## src/rtl/led_seq_pkg.sv

```systemverilog
// Shared types and sizing helpers for the LED count sequencer.
package led_seq_pkg;

  typedef enum logic [1:0] {
    IDLE  = 2'd0,
    RUN   = 2'd1,
    PAUSE = 2'd2
  } state_t;

  localparam logic BTN_RELEASED        = 1'b1;
  localparam int   PRESCALE_DIV_DEF    = 12000000;
  localparam int   DEBOUNCE_CYCLES_DEF = 240000;

  function automatic int presc_width(input int div);
    return (div < 2) ? 1 : $clog2(div);
  endfunction

  function automatic int deb_width(input int cycles);
    return $clog2(cycles + 1);
  endfunction

endpackage

```

## src/rtl/led_count_sequencer_if.sv

```systemverilog
// Button pins and LED-side outputs of the sequencer, grouped as one bundle.
interface led_count_sequencer_if #(
  parameter int CNT_W = 3
);
  logic             btn_run_n;
  logic             btn_step_n;
  logic             btn_dir_n;
  logic [CNT_W-1:0] led;
  logic             running;
  logic             count_up;

  modport master (
    output btn_run_n, btn_step_n, btn_dir_n,
    input  led, running, count_up
  );

  modport slave (
    input  btn_run_n, btn_step_n, btn_dir_n,
    output led, running, count_up
  );
endinterface

```

## src/rtl/led_count_sequencer_btn_debounce.sv

```systemverilog
// Raw active-low button -> 2-flop synchronizer -> debounce counter -> 1-cycle press pulse.
module btn_debounce
  import led_seq_pkg::*;
#(
  parameter int DEBOUNCE_CYCLES = DEBOUNCE_CYCLES_DEF
)(
  input  logic clk,
  input  logic rst,
  input  logic pin_n,
  output logic press
);
  localparam int DW = deb_width(DEBOUNCE_CYCLES);

  logic          sync_a;
  logic          sync_b;
  logic          level;
  logic [DW-1:0] cnt;

  always_ff @(posedge clk or posedge rst) begin
    if (rst) begin
      sync_a <= BTN_RELEASED;
      sync_b <= BTN_RELEASED;
      level  <= BTN_RELEASED;
      cnt    <= '0;
      press  <= 1'b0;
    end else begin
      sync_a <= pin_n;
      sync_b <= sync_a;
      press  <= 1'b0;
      // cnt holds how many consecutive samples so far disagree with the accepted level
      if (sync_b == level) begin
        cnt <= '0;
      end else if (cnt == DW'(DEBOUNCE_CYCLES - 1)) begin
        level <= sync_b;
        cnt   <= '0;
        press <= (sync_b != BTN_RELEASED);
      end else begin
        cnt <= cnt + DW'(1);
      end
    end
  end
endmodule

```

## src/rtl/led_count_sequencer.sv

```systemverilog
// Run/pause/step/direction sequencer for the LED counter, single clock, enable-driven.
// Optional LIMIT_STOP_EN: saturate at the ends and drop out of RUN on reaching the limit.
module led_count_sequencer
  import led_seq_pkg::*;
#(
  parameter int CNT_W           = 3,
  parameter int PRESCALE_DIV    = PRESCALE_DIV_DEF,
  parameter int DEBOUNCE_CYCLES = DEBOUNCE_CYCLES_DEF
)(
  input logic                  clk_in,
  input logic                  rst_in,
  led_count_sequencer_if.slave bus
);
  localparam int PW = presc_width(PRESCALE_DIV);

  state_t           state, state_nxt;
  logic [PW-1:0]    presc, presc_nxt;
  logic [CNT_W-1:0] led_q, led_nxt;
  logic             up_q, up_nxt, run_q;
  logic             run_press, step_press, dir_press;
  logic             tick, step_en, hit_limit;

  btn_debounce #(.DEBOUNCE_CYCLES(DEBOUNCE_CYCLES)) u_run (
    .clk(clk_in), .rst(rst_in), .pin_n(bus.btn_run_n), .press(run_press));
  btn_debounce #(.DEBOUNCE_CYCLES(DEBOUNCE_CYCLES)) u_step (
    .clk(clk_in), .rst(rst_in), .pin_n(bus.btn_step_n), .press(step_press));
  btn_debounce #(.DEBOUNCE_CYCLES(DEBOUNCE_CYCLES)) u_dir (
    .clk(clk_in), .rst(rst_in), .pin_n(bus.btn_dir_n), .press(dir_press));

`ifdef LIMIT_STOP_EN
  function automatic logic at_limit(input logic [CNT_W-1:0] cur, input logic up);
    return up ? (cur == '1) : (cur == '0);
  endfunction
`endif

  function automatic logic [CNT_W-1:0] step_value(input logic [CNT_W-1:0] cur, input logic up);
`ifdef LIMIT_STOP_EN
    if (at_limit(cur, up)) return cur;
`endif
    return up ? cur + CNT_W'(1) : cur - CNT_W'(1);
  endfunction

  // A dir press lands in the same cycle as any step, so steps use the toggled direction
  assign up_nxt = up_q ^ dir_press;
  assign tick   = (state == RUN) && (presc == PW'(PRESCALE_DIV - 1));

  // Stage: state register
  always_ff @(posedge clk_in or posedge rst_in) begin
    if (rst_in) begin
      state <= IDLE;
      run_q <= 1'b0;
      presc <= '0;
      led_q <= '0;
      up_q  <= 1'b1;
    end else begin
      state <= state_nxt;
      run_q <= (state_nxt == RUN);
      presc <= presc_nxt;
      led_q <= led_nxt;
      up_q  <= up_nxt;
    end
  end

  // Stage: next-state decode; run press outranks step press everywhere
  always_comb begin
    state_nxt = state;
    case (state)
      IDLE:    if (run_press) state_nxt = RUN;
               else if (step_press) state_nxt = PAUSE;
      RUN:     if (run_press || hit_limit) state_nxt = PAUSE;
      PAUSE:   if (run_press) state_nxt = RUN;
      default: state_nxt = IDLE;
    endcase
  end

  // Stage: step qualification, count and prescaler updates
  always_comb begin
    step_en = 1'b0;
    case (state)
      RUN:     step_en = tick;
      default: step_en = step_press && !run_press;
    endcase
    led_nxt   = step_en ? step_value(led_q, up_nxt) : led_q;
    hit_limit = 1'b0;
`ifdef LIMIT_STOP_EN
    hit_limit = tick && at_limit(led_nxt, up_nxt);
`endif
    presc_nxt = '0;
    if (state == RUN && state_nxt == RUN && !tick) presc_nxt = presc + PW'(1);
  end

  assign bus.led      = led_q;
  assign bus.running  = run_q;
  assign bus.count_up = up_q;
endmodule
```

## src/flat_wrapper.sv

```systemverilog
// flat-port wrapper written by rule: the top's interface ports become plain ports
module led_count_sequencer_flat import led_seq_pkg::*;
#(
  parameter int CNT_W           = 3,
  parameter int PRESCALE_DIV    = PRESCALE_DIV_DEF,
  parameter int DEBOUNCE_CYCLES = DEBOUNCE_CYCLES_DEF
)
  (clk_in, rst_in, bus_btn_run_n, bus_btn_step_n, bus_btn_dir_n, bus_led, bus_running, bus_count_up);
  led_count_sequencer_if #(.CNT_W(CNT_W)) bus_i ();
  input logic clk_in;
  input logic rst_in;
  input wire logic [$bits(bus_i.btn_run_n)-1:0] bus_btn_run_n;
  input wire logic [$bits(bus_i.btn_step_n)-1:0] bus_btn_step_n;
  input wire logic [$bits(bus_i.btn_dir_n)-1:0] bus_btn_dir_n;
  output wire logic [$bits(bus_i.led)-1:0] bus_led;
  output wire logic [$bits(bus_i.running)-1:0] bus_running;
  output wire logic [$bits(bus_i.count_up)-1:0] bus_count_up;
  assign bus_i.btn_run_n = bus_btn_run_n;
  assign bus_i.btn_step_n = bus_btn_step_n;
  assign bus_i.btn_dir_n = bus_btn_dir_n;
  assign bus_led = bus_i.led;
  assign bus_running = bus_i.running;
  assign bus_count_up = bus_i.count_up;
  led_count_sequencer #(.CNT_W(CNT_W), .PRESCALE_DIV(PRESCALE_DIV), .DEBOUNCE_CYCLES(DEBOUNCE_CYCLES)) u_core (.clk_in(clk_in), .rst_in(rst_in), .bus(bus_i));
endmodule
```

## config.mk

```make
export PLATFORM = sky130hd
export DESIGN_NAME = led_count_sequencer_flat
export DESIGN_NICKNAME = d
export VERILOG_FILES = /design/src/rtl/led_seq_pkg.sv /design/src/rtl/led_count_sequencer_if.sv /design/src/rtl/led_count_sequencer_btn_debounce.sv /design/src/rtl/led_count_sequencer.sv /design/src/flat_wrapper.sv
export SDC_FILE = /design/constraint.sdc
export NUM_CORES = 1
export LEC_CHECK = 0
export BUFFER_PORTS_ARGS = -buffer_cell sky130_fd_sc_hd__buf_2
export CAP_MARGIN = 20
export CORE_ASPECT_RATIO = 1.4
export CORE_MARGIN = 2
export CORE_UTILIZATION = 62
export DETAILED_ROUTE_END_ITERATION = 8
export HOLD_SLACK_MARGIN = 0.06
export MAX_ROUTING_LAYER = met4
export PLACE_DENSITY = 0.76
export REMOVE_ABC_BUFFERS = 1
export SYNTH_ARGS = -nofsm -noshare
export SYNTH_HDL_FRONTEND = slang
export SYNTH_SLANG_ARGS = --single-unit
```

## constraint.sdc

```tcl
create_clock -name clk_in -period 6.05 [get_ports clk_in]
set_input_delay 1.21 -clock clk_in [delete_from_list [all_inputs] [get_ports clk_in]]
set_output_delay 1.21 -clock clk_in [all_outputs]
set_load 0.01 [all_outputs]
```

==> results of run 1 <==
cell usage in the layout, fill, tap and decap left out, drive strengths merged:
master,count
a21o,1
a21oi,3
a31oi,1
and2,2
and3,14
and3b,1
and4,4
buf,10
clkbuf,11
clkinvlp,4
dfrtp,87
dfstp,10
fa,1
ha,4
inv,13
mux2,3
nand2,29
nand2b,1
nand3,35
nand3b,2
nand4,18
nor2,86
nor2b,1
nor3,9
nor3b,2
nor4,8
nor4b,3
nor4bb,1
o211a,1
o21ai,6
o311ai,1
o31a,1
or2,3
or3,3
xnor2,27
xor2,46
worst paths after layout:
check / startpoint / endpoint / slack [ps] / cells past startpoint
max: u_core.bus.count_up / bus_count_up / 3810 / 1
min: u_core.u_dir.sync_a / u_core.u_dir.sync_b / 360 / 0
max reg2reg: u_core.presc[14] / u_core.presc[2] / 4100 / 5
min reg2reg: u_core.u_dir.sync_a / u_core.u_dir.sync_b / 360 / 0
max in group asynchronous: rst_in / u_core.presc[3] / 4140 / 3
min in group asynchronous: rst_in / u_core.u_step.cnt[9] / 890 / 2
flip-flops by register name, indices dropped and copies added (netlist names):
register	cells
u_core.presc	24
u_core.u_dir.cnt	18
u_core.u_run.cnt	18
u_core.u_step.cnt	18
u_core.bus.led	3
u_core.state	2
u_core.bus.count_up	1
u_core.bus.running	1
u_core.u_dir.level	1
u_core.u_dir.press	1
u_core.u_dir.sync_a	1
u_core.u_dir.sync_b	1
u_core.u_run.level	1
u_core.u_run.press	1
u_core.u_run.sync_a	1
u_core.u_run.sync_b	1
u_core.u_step.level	1
u_core.u_step.press	1
u_core.u_step.sync_a	1
u_core.u_step.sync_b	1
report_power, final:
part / switching [mW] / leakage, nW / total, mW / internal, mW
combinational: 0.0221 / 0.683 / 0.0294 / 0.00725
sequential: 0.00660 / 1.31 / 0.663 / 0.656
clock: 0.214 / 0.0737 / 0.372 / 0.158
total: 0.242 / 2.07 / 1.06 / 0.822
synthesized netlist by cell type, drive strengths merged:
cell	number
fa	1
nor4b	3
a21oi	3
nor3b	2
or2	3
nor3	9
nand2	29
inv	13
a31oi	1
nor2b	1
mux2	3
o311ai	1
xnor2	27
and3	14
nand2b	1
a21o	1
or3	3
o21ai	6
o31a	1
and4	4
nand4	18
xor2	46
ha	4
o211a	1
nand3b	2
and2	2
dfrtp	87
buf	8
nand3	35
dfstp	10
and3b	1
nor4	8
nor2	86
nor4bb	1
stage by stage:
stage	hold WS (ps)	total power [mW]
after floorplan	345	0.696
after global placement	346	0.705
after detailed placement	351	0.706
after CTS	365	1.08
after global routing	368	1.11
final	362	1.06
logic make-up (layout without fill, tap and decap cells):
group                    after synthesis  after routing
AND/OR/NAND/NOR                      222            222
adder cells (fa/ha/maj)                5              5
AO/OA/AOI/OAI                         14             14
flip-flops                            97             97
XOR/XNOR                              73             73
multiplexers                           3              3
buffers and inverters                 21             38
metal layers:
layer / routed length (um) / global-route usage [%] / vias to the layer above
met5: 0 / - / -
met4: 146 / 8.90 / 0
met3: 172 / 4.05 / 13
met2: 3870 / 36.5 / 41
met1: 3190 / 26.2 / 1497
li1: - / - / 1479
layout make-up:
type / count / area [um2] / area share [%]
multi-input combinational: 317 / 1950 / 40.8
sequential: 97 / 2440 / 51.0
tap: 95 / 119 / 2.48
timing repair buffer: 10 / 52.6 / 1.10
clock buffer: 11 / 141 / 2.96
inverter: 13 / 51.3 / 1.07
clock inverter: 4 / 30.0 / 0.628
==> reports/results.md, run 1 <==
- 2 — worst-path fanout max
- 37.0% — Final Cycle Share
- 13400 um — wire length of the first global-routing pass
- 1.56% — synthesized-area fraction occupied by adder cells
- 2 — maximum root-to-sink buffer count
- 4840 ps — required time reported for the critical path endpoint
- 68.5% — post-layout util
- buf_2 — worst-path cell chain
- done — TritonCTS clock tree
- 3030 — detailed-route via count
- 0 — count of cells resized by post-cts repair
- flip-flops — Worst path top cell family by delay
- 2.07 nW — LEAKAGE
- reg -> reg — path class of the lowest-slack min-delay path
- 42 — post-synth cell types
- 3196 — vias in the first global route
- 7380 um — final wirelength
- 0 — Setup violations, final
- complete, no violations — status
- 223 mW/mm2 — Power Density
- 532 — placed instance count
- 0 ps — setup total negative slack
- 0 — number of antenna violations at the first check in global routing
- 0 — Post-route DRC
- primary output — Critical Path End Type
- 54.4% — fraction of the yosys area taken by sequential cells
- flip-flop — type of element launching the critical path
- 0 — max-slew violations
- reg -> out — Worst Path Class, Setup
- 1 — total buffers and inverters traversed by the critical path
- 97 — Clock Sinks
- dfrtp_1 — largest area contributor in the netlist
- 0 — Post-CTS Hold Buffers
- 9 — number of port buffers
- 0 — Max Cap Violations
- 4 — iteration count of the initial detailed-routing pass
- dfrtp_1, xor2_1, nor2_1 — synth top area cells
- 164 — number of DRC violations after detailed-routing iteration 0
- dfstp_2 — cell at the slowest stage of the critical path
- 5.54 — average vias per placed instance
- 435 — gate count of the mapped netlist
- 36 — number of cell rows
- 3650 ps — worst-case setup slack after placement
- 0.00461 mm2 — area post-placement
- 6.14 ps — Final Skew
- 360 ps — Skew-Pair Late Insertion Delay
- 105 um — chip height
- 14.3% — parity-gate share of the synthesized area counting xor and xnor cells
- 0 — Setup Fix Bufs, Post-CTS
- 10 — I/O Pins
- 3 — level count of the clock H-tree
- 2240 ps — final worst path period need
- 0.00449 mm2 — synthesized area
- 554 — number of fill cells in the layout
- 0.00478 mm2 — final instance area
- 6.64% — Area growth, synth to finish
- 0 — count of warnings emitted by yosys
- 446 MHz — highest clock rate
- 22.2% — Tot GR Track Use
- 0.000159 V — peak supply drop
- 0.00794 mm2 — die area
- 25.0% — simple-gate portion of the synthesized area
- 0.876 — GPL Wtd Cong
- 0.00698 mm2 — area of the placeable core
- 10.3 um2 — synthesized area per cell
- 9 — clock buffer count from CTS
- no — RSZ-0062 raised after global routing
- 97 — post-synthesis register bit count
- 1.92% — compound-gate portion of the synthesized area
- 56 — maximum number of pins on one net before global-route repair
- clkbuf_8 — Root Buffer Master
- 0 — number of inserted diodes
- 0 — final hold viol count
- 0 — grt total ovfl
- 48.5% — share of the synthesized area in the top cell type
- 458 — Post-layout nets
- 3810 ps — least setup slack across all paths after layout
- 5080 um — DP HPWL
- 0.753% — mux cell area share after synthesis
- 64.2% — initial standard-cell utilization of the core
- simple AND/OR/NAND/NOR gates — main combinational cell family by area after synthesis
- 55.9% — Slew HR
- 540 ps — maximum cell stage delay along the critical path
- 1030 ps — arrival time worst endpoint
- 0 — Post-DRT Antenna Nets
- 90 ps — clock input transition at the sequential cells of the worst setup and hold paths
- 75.9 um — die width
- 13.5 um — drt wl/cell
- 662 ps — slew of the pin with the lowest slew margin
- 547 — final cell count without fillers
- 9.96% — layout cell share with drive strength beyond 1
Note: power is estimated with default switching activity, not from simulation.
==> inputs of run 2 (changes only) <==
CORE_UTILIZATION = 56   (was 62)
PLACE_DENSITY = 0.72   (was 0.76)
clock period = 1.98 ns   (was 6.05 ns; I/O delays follow)
==> reports/results.md, run 2 (synthesis results as in run 1) <==
- 154 ps — worst-case setup slack after placement, -3490 ps
- 0.000535 V — peak supply drop, +240%
- 6 — FF-to-FF path depth, +1
- 663 mW/mm2 — Power Density, +200%
- 152 — number of DRC violations after detailed-routing iteration 0, -7.3%
- 3.25 mW — post-layout total power, +210%
- 360 ps — Skew-Pair Late Insertion Delay, about the same
- u_core.u_step.sync_a — Min-Delay Endpoint
- 9.23% — Area growth, synth to finish
- 9.11 ps — Final Skew, +2.97 ps
- flip-flop — type of element launching the critical path
- 2270 ps — required time reported for the critical path endpoint, -2570 ps
- 5 — worst-path fanout max, +3
- 92.5% — Final Cycle Share
- u_core.presc[0] — Reg-to-Reg Start
- no — RSZ-0062 raised after global routing
- 470 — Post-layout nets, +2.6%
- 0 — max-slew violations, unchanged
- 79.6 um — die width, +4.9%
- 0 — Post-DRT Antenna Nets, unchanged
- 57.9% — initial standard-cell utilization of the core, -6.4 points
- 0 — count of cells resized by post-cts repair, unchanged
- 2120 ps — arrival time worst endpoint, +1090 ps
- 38 — number of cell rows, +5.6%
- 110 um — chip height, +5.0%
- dfrtp_1, nor2_1, xor2_1, nand3_1, nand2_1 — commonest non-fill, non-tap cells in the layout
- 2 — maximum root-to-sink buffer count, unchanged
- 546 MHz — highest clock rate
- flip-flop — Critical Path End Type
- 5300 um — DP HPWL, +4.2%
- 90 ps — clock input transition at the sequential cells of the worst setup and hold paths, about the same
- in -> reg — path class of the lowest-slack min-delay path
- reg -> reg — Worst Path Class, Setup
- 20.5% — Tot GR Track Use, -1.7 points
- 0.877 — GPL Wtd Cong, +0.16%
- 0.00490 mm2 — final instance area, +2.4%
- 0.00473 mm2 — area post-placement, +2.5%
- 7490 um — final wirelength, +1.4%
- 0.00775 mm2 — area of the placeable core, +11%
- 0 — grt total ovfl, unchanged
- 0 — Setup violations, final, unchanged
- u_core.presc — Biggest register
- dfrtp_1 — most common library cell in the layout ignoring fill and taps
- 525 ps — slew of the pin with the lowest slew margin, -137 ps
- 5.43 — average vias per placed instance, -1.9%
- bus_btn_step_n — Worst Min Path Start
- 10 — I/O Pins, unchanged
- 548 — placed instance count, +3.0%
- 150 ps — setup slack, reg-to-reg, -3950 ps
- 0 — Post-route DRC, unchanged
- 1 — Post-CTS Hold Buffers, +1
- 12.0% — layout cell share with drive strength beyond 1, +2.1 points
- 3 — level count of the clock H-tree, unchanged
- 64.7% — Slew HR, +8.8 points
- 4 — iteration count of the initial detailed-routing pass, unchanged
- 0 — final hold viol count, unchanged
- 9 — number of port buffers, unchanged
- 37 — maximum number of pins on one net before global-route repair, -34%
- 97 — Clock Sinks, unchanged
- 565 — final cell count without fillers, +3.3%
- 0 — number of antenna violations at the first check in global routing, unchanged
- 0 — Max Cap Violations, unchanged
- done — TritonCTS clock tree
- 24 — number of flip-flops in the largest register, unchanged
- 13.3 um — drt wl/cell, -1.8%
- 149 ps — least setup slack across all paths after layout, -3660 ps
- 2.14 nW — LEAKAGE, +3.2%
- 1830 ps — final worst path period need
- 13700 um — wire length of the first global-routing pass, +2.6%
- 0 — Setup Fix Bufs, Post-CTS, unchanged
- 1 — instance count along the most critical hold path, +1
- 3069 — detailed-route via count, +1.3%
- 0 — number of inserted diodes, unchanged
- 0.00875 mm2 — die area, +10%
- 9 — clock buffer count from CTS, unchanged
- complete, no violations — status
- clkbuf_8 — Root Buffer Master
- 3194 — vias in the first global route, -0.063%
- u_core.bus.led[2] — endpoint of the lowest-slack register-to-register path
run 2: cell type report:
| cell class | instances | area [um2] |
|---|---|---|
| multi-input cells | 317 | 1950 |
| repair buffers | 22 | 170 |
| flip-flops and latches | 97 | 2440 |
| clock buffers | 11 | 131 |
| well taps | 100 | 125 |
| clock inverters | 5 | 32.5 |
| fillers | 646 | 2850 |
| inverters | 13 | 51.3 |
run 2: worst max path at each step:
| stage | slack [ps] | depth (start not counted) | to | start |
|---|---|---|---|---|
| 6_report | 150 | 6 | u_core.bus.led[2] | u_core.presc[0] |
| 5_1_grt | 40 | 6 | u_core.bus.led[2] | u_core.presc[0] |
| 4_1_cts | 150 | 6 | u_core.bus.led[2] | u_core.presc[0] |
| 3_5_place_dp | 150 | 6 | u_core.bus.led[2] | u_core.presc[0] |
| 3_3_place_gp | 220 | 6 | u_core.bus.led[2] | u_core.presc[0] |
| 2_1_floorplan | -930 | 1 | u_core.bus.led[0] | rst_in |
run 2: power breakdown:
group	internal, mW	switching [mW]
clock	0.453	0.664
combinational	0.0365	0.0707
sequential	2.01	0.0209
run 2: critical path, cell delays in order (launching register included):
cell and delay, ps:
dfrtp_1 400, ha_1 230, nand4_2 160, or2_1 310, o31a_1 380, nor2_2 130, xor2_1 150
run 2: through the flow:
step | utilization (%) | setup TNS (ps) | hold slack (ps)
floorplan | - | -83980 | 345
global placement | 61.0 | 0 | 345
detailed placement | 61.0 | 0 | 350
CTS | 63.2 | 0 | 109
global route | 63.2 | 0 | 108
finish | 63.2 | 0 | 127
run 2: per-layer routing:
| metal | routed length (um) | track usage [%] |
|---|---|---|
| met1 | 3310 | 25.1 |
| met2 | 3780 | 32.9 |
| met3 | 204 | 2.96 |
| met4 | 195 | 11.0 |
| met5 | 0 | - |
==> inputs of run 3 (changes only) <==
BUFFER_PORTS_ARGS = default   (was -buffer_cell sky130_fd_sc_hd__buf_2)
CORE_UTILIZATION = 57   (was 56)
DONT_BUFFER_PORTS = 1   (was default)
==> reports/results.md, run 3 (synthesis results as in run 1) <==
- flip-flop — type of element launching the critical path
- 494 ps — slew of the pin with the lowest slew margin, -30.8 ps
- 228 — number of DRC violations after detailed-routing iteration 0, +50%
- 0 — Post-DRT Antenna Nets, unchanged
- 5040 um — DP HPWL, -4.9%
- 58.2% — initial standard-cell utilization of the core, +0.36 points
- u_core.presc — Biggest register
- 0 — number of port buffers, -9
- 9 — clock buffer count from CTS, unchanged
- 547 MHz — highest clock rate, +0.22%
- 2270 ps — required time reported for the critical path endpoint, about the same
- 90 ps — clock input transition at the sequential cells of the worst setup and hold paths, about the same
- 63.7% — post-layout util, +0.52 points
- complete, no violations — status
- 0 — number of inserted diodes, unchanged
- 0 — grt total ovfl, unchanged
- 2120 ps — arrival time worst endpoint, about the same
- 0.00770 mm2 — area of the placeable core, -0.61%
- 79.0 um — die width, -0.84%
- reg -> reg — path class of the lowest-slack min-delay path
- 7490 um — final wirelength, about the same
- 0.000435 V — peak supply drop, -19%
- 20.4% — Tot GR Track Use, -0.098 points
- 2 — maximum root-to-sink buffer count, unchanged
- done — TritonCTS clock tree
- flip-flop — Critical Path End Type
- 4 — iteration count of the initial detailed-routing pass, unchanged
- 98 — maximum number of pins on one net before global-route repair, +160%
- 9.46% — Area growth, synth to finish
- 652 — number of fill cells in the layout, +0.93%
- 3 — level count of the clock H-tree, unchanged
- 713 mW/mm2 — Power Density, +7.5%
- 461 — Post-layout nets, -1.9%
- dfrtp_1 — most common library cell in the layout ignoring fill and taps
- 0.898 — GPL Wtd Cong, +2.3%
- 38 — number of cell rows, unchanged
- 13400 um — wire length of the first global-routing pass, -2.2%
- 109 um — chip height, -0.85%
- 360 ps — Skew-Pair Late Insertion Delay, about the same
- 0 — Setup violations, final, unchanged
- 0 — max-slew violations, unchanged
- dfrtp_1 — cell at the slowest stage of the critical path
- 92.3% — Final Cycle Share, -0.20 points
- dfrtp_1, nor2_1, xor2_1, nand3_1, nand2_1 — commonest non-fill, non-tap cells in the layout
- 0 — number of antenna violations at the first check in global routing, unchanged
- 0 — Post-route DRC, unchanged
- clkbuf_8 — Root Buffer Master
- 2.12 nW — LEAKAGE, -0.97%
- 0 — Setup Fix Bufs, Post-CTS, unchanged
- 9.65% — layout cell share with drive strength beyond 1, -2.4 points
- 0 — total buffers and inverters traversed by the critical path, unchanged
- no — RSZ-0062 raised after global routing
- reg -> reg — Worst Path Class, Setup
- 3064 — vias in the first global route, -4.1%
- 0 — final hold viol count, unchanged
- 9.05 ps — Final Skew, -0.0582 ps
- 157 ps — worst-case setup slack after placement, +3.60 ps
- 24 — number of flip-flops in the largest register, unchanged
- simple AND/OR/NAND/NOR gates — Worst path top cell family by delay
- 13.5 um — drt wl/cell, +1.7%
- 1830 ps — final worst path period need, -3.95 ps
- 5 — worst-path fanout max, unchanged
- 0 ps — setup total negative slack, unchanged
- 5.39 — average vias per placed instance, -0.83%
- 400 ps — maximum cell stage delay along the critical path, about the same
- 0.00861 mm2 — die area, -1.7%
- 359 ps — hold slack final, +232 ps
- ha_1 -> nand4_2 -> or2_1 -> o31a_1 -> nor2_2 -> xor2_1 — worst-path cell chain
- 97 — Clock Sinks, unchanged
- 10 — I/O Pins, unchanged
- 67.0% — Slew HR, +2.3 points
- 0 — Max Cap Violations, unchanged
- 153 ps — least setup slack across all paths after layout, +3.95 ps
- 2995 — detailed-route via count, -2.4%
run 3: changes by cell type in the layout (fill, tap and decap cells not counted):
| cell | previous run | this run |
|---|---|---|
| bufinv_16 | 0 | 2 |
| buf_4 | 10 | 7 |
| clkinv_2 | 2 | 1 |
| buf_2 | 9 | 0 |
| dlygate4sd3_1 | 1 | 4 |
| clkinvlp_4 | 3 | 2 |
run 3: cell type report:
cell class | count | area, um2 | share of cell area [%]
inverters | 13 | 51.3 | 1.04
well taps | 100 | 125 | 2.55
clock buffers | 11 | 131 | 2.68
flip-flops and latches | 97 | 2440 | 49.7
multi-input cells | 317 | 1950 | 39.7
repair buffers | 13 | 133 | 2.70
clock inverters | 5 | 80.1 | 1.63
run 3: layer usage:
metal  vias to the layer above  wire [um]  global-route usage [%]
li1                       1488          -                       -
met1                      1457       3240                    23.7
met2                        40       3840                    33.5
met3                        10        295                    5.79
met4                         0        120                    8.00
met5                         -          0                       -
run 3: timing repair:
action,in CTS,in global routing
hold buffers,4,0
hold endpoints to repair,90,0
endpoints found under the setup margin,0,0
gates resized for setup,0,0
run 3: per-stage QoR:
step                      std cells  instance area [um2]  power [mW]
after global placement          536                 4660        2.16
final                           556                 4910        3.50
after global routing            556                 4910        3.65
after detailed placement        536                 4660        2.17
after CTS                       556                 4910        3.56
after floorplan                 427                 4440        2.13
run 3: final timing paths:
kind | endpoint | slack (ps) | depth (start not counted) | start
min in group asynchronous | u_core.u_dir.cnt[2] | 630 | 3 | rst_in
worst max register to register | u_core.bus.led[2] | 150 | 6 | u_core.presc[0]
worst min-delay path | u_core.u_step.sync_b | 360 | 0 | u_core.u_step.sync_a
worst min register to register | u_core.u_step.sync_b | 360 | 0 | u_core.u_step.sync_a
worst max-delay path | u_core.bus.led[2] | 150 | 6 | u_core.presc[0]
max in group asynchronous | u_core.u_run.sync_a | 960 | 3 | rst_in
run 3: power breakdown:
| part | internal (mW) | switching, mW |
|---|---|---|
| logic | 0.0351 | 0.0696 |
| registers | 2.01 | 0.0205 |
| clock network | 0.711 | 0.661 |
| total | 2.75 | 0.752 |
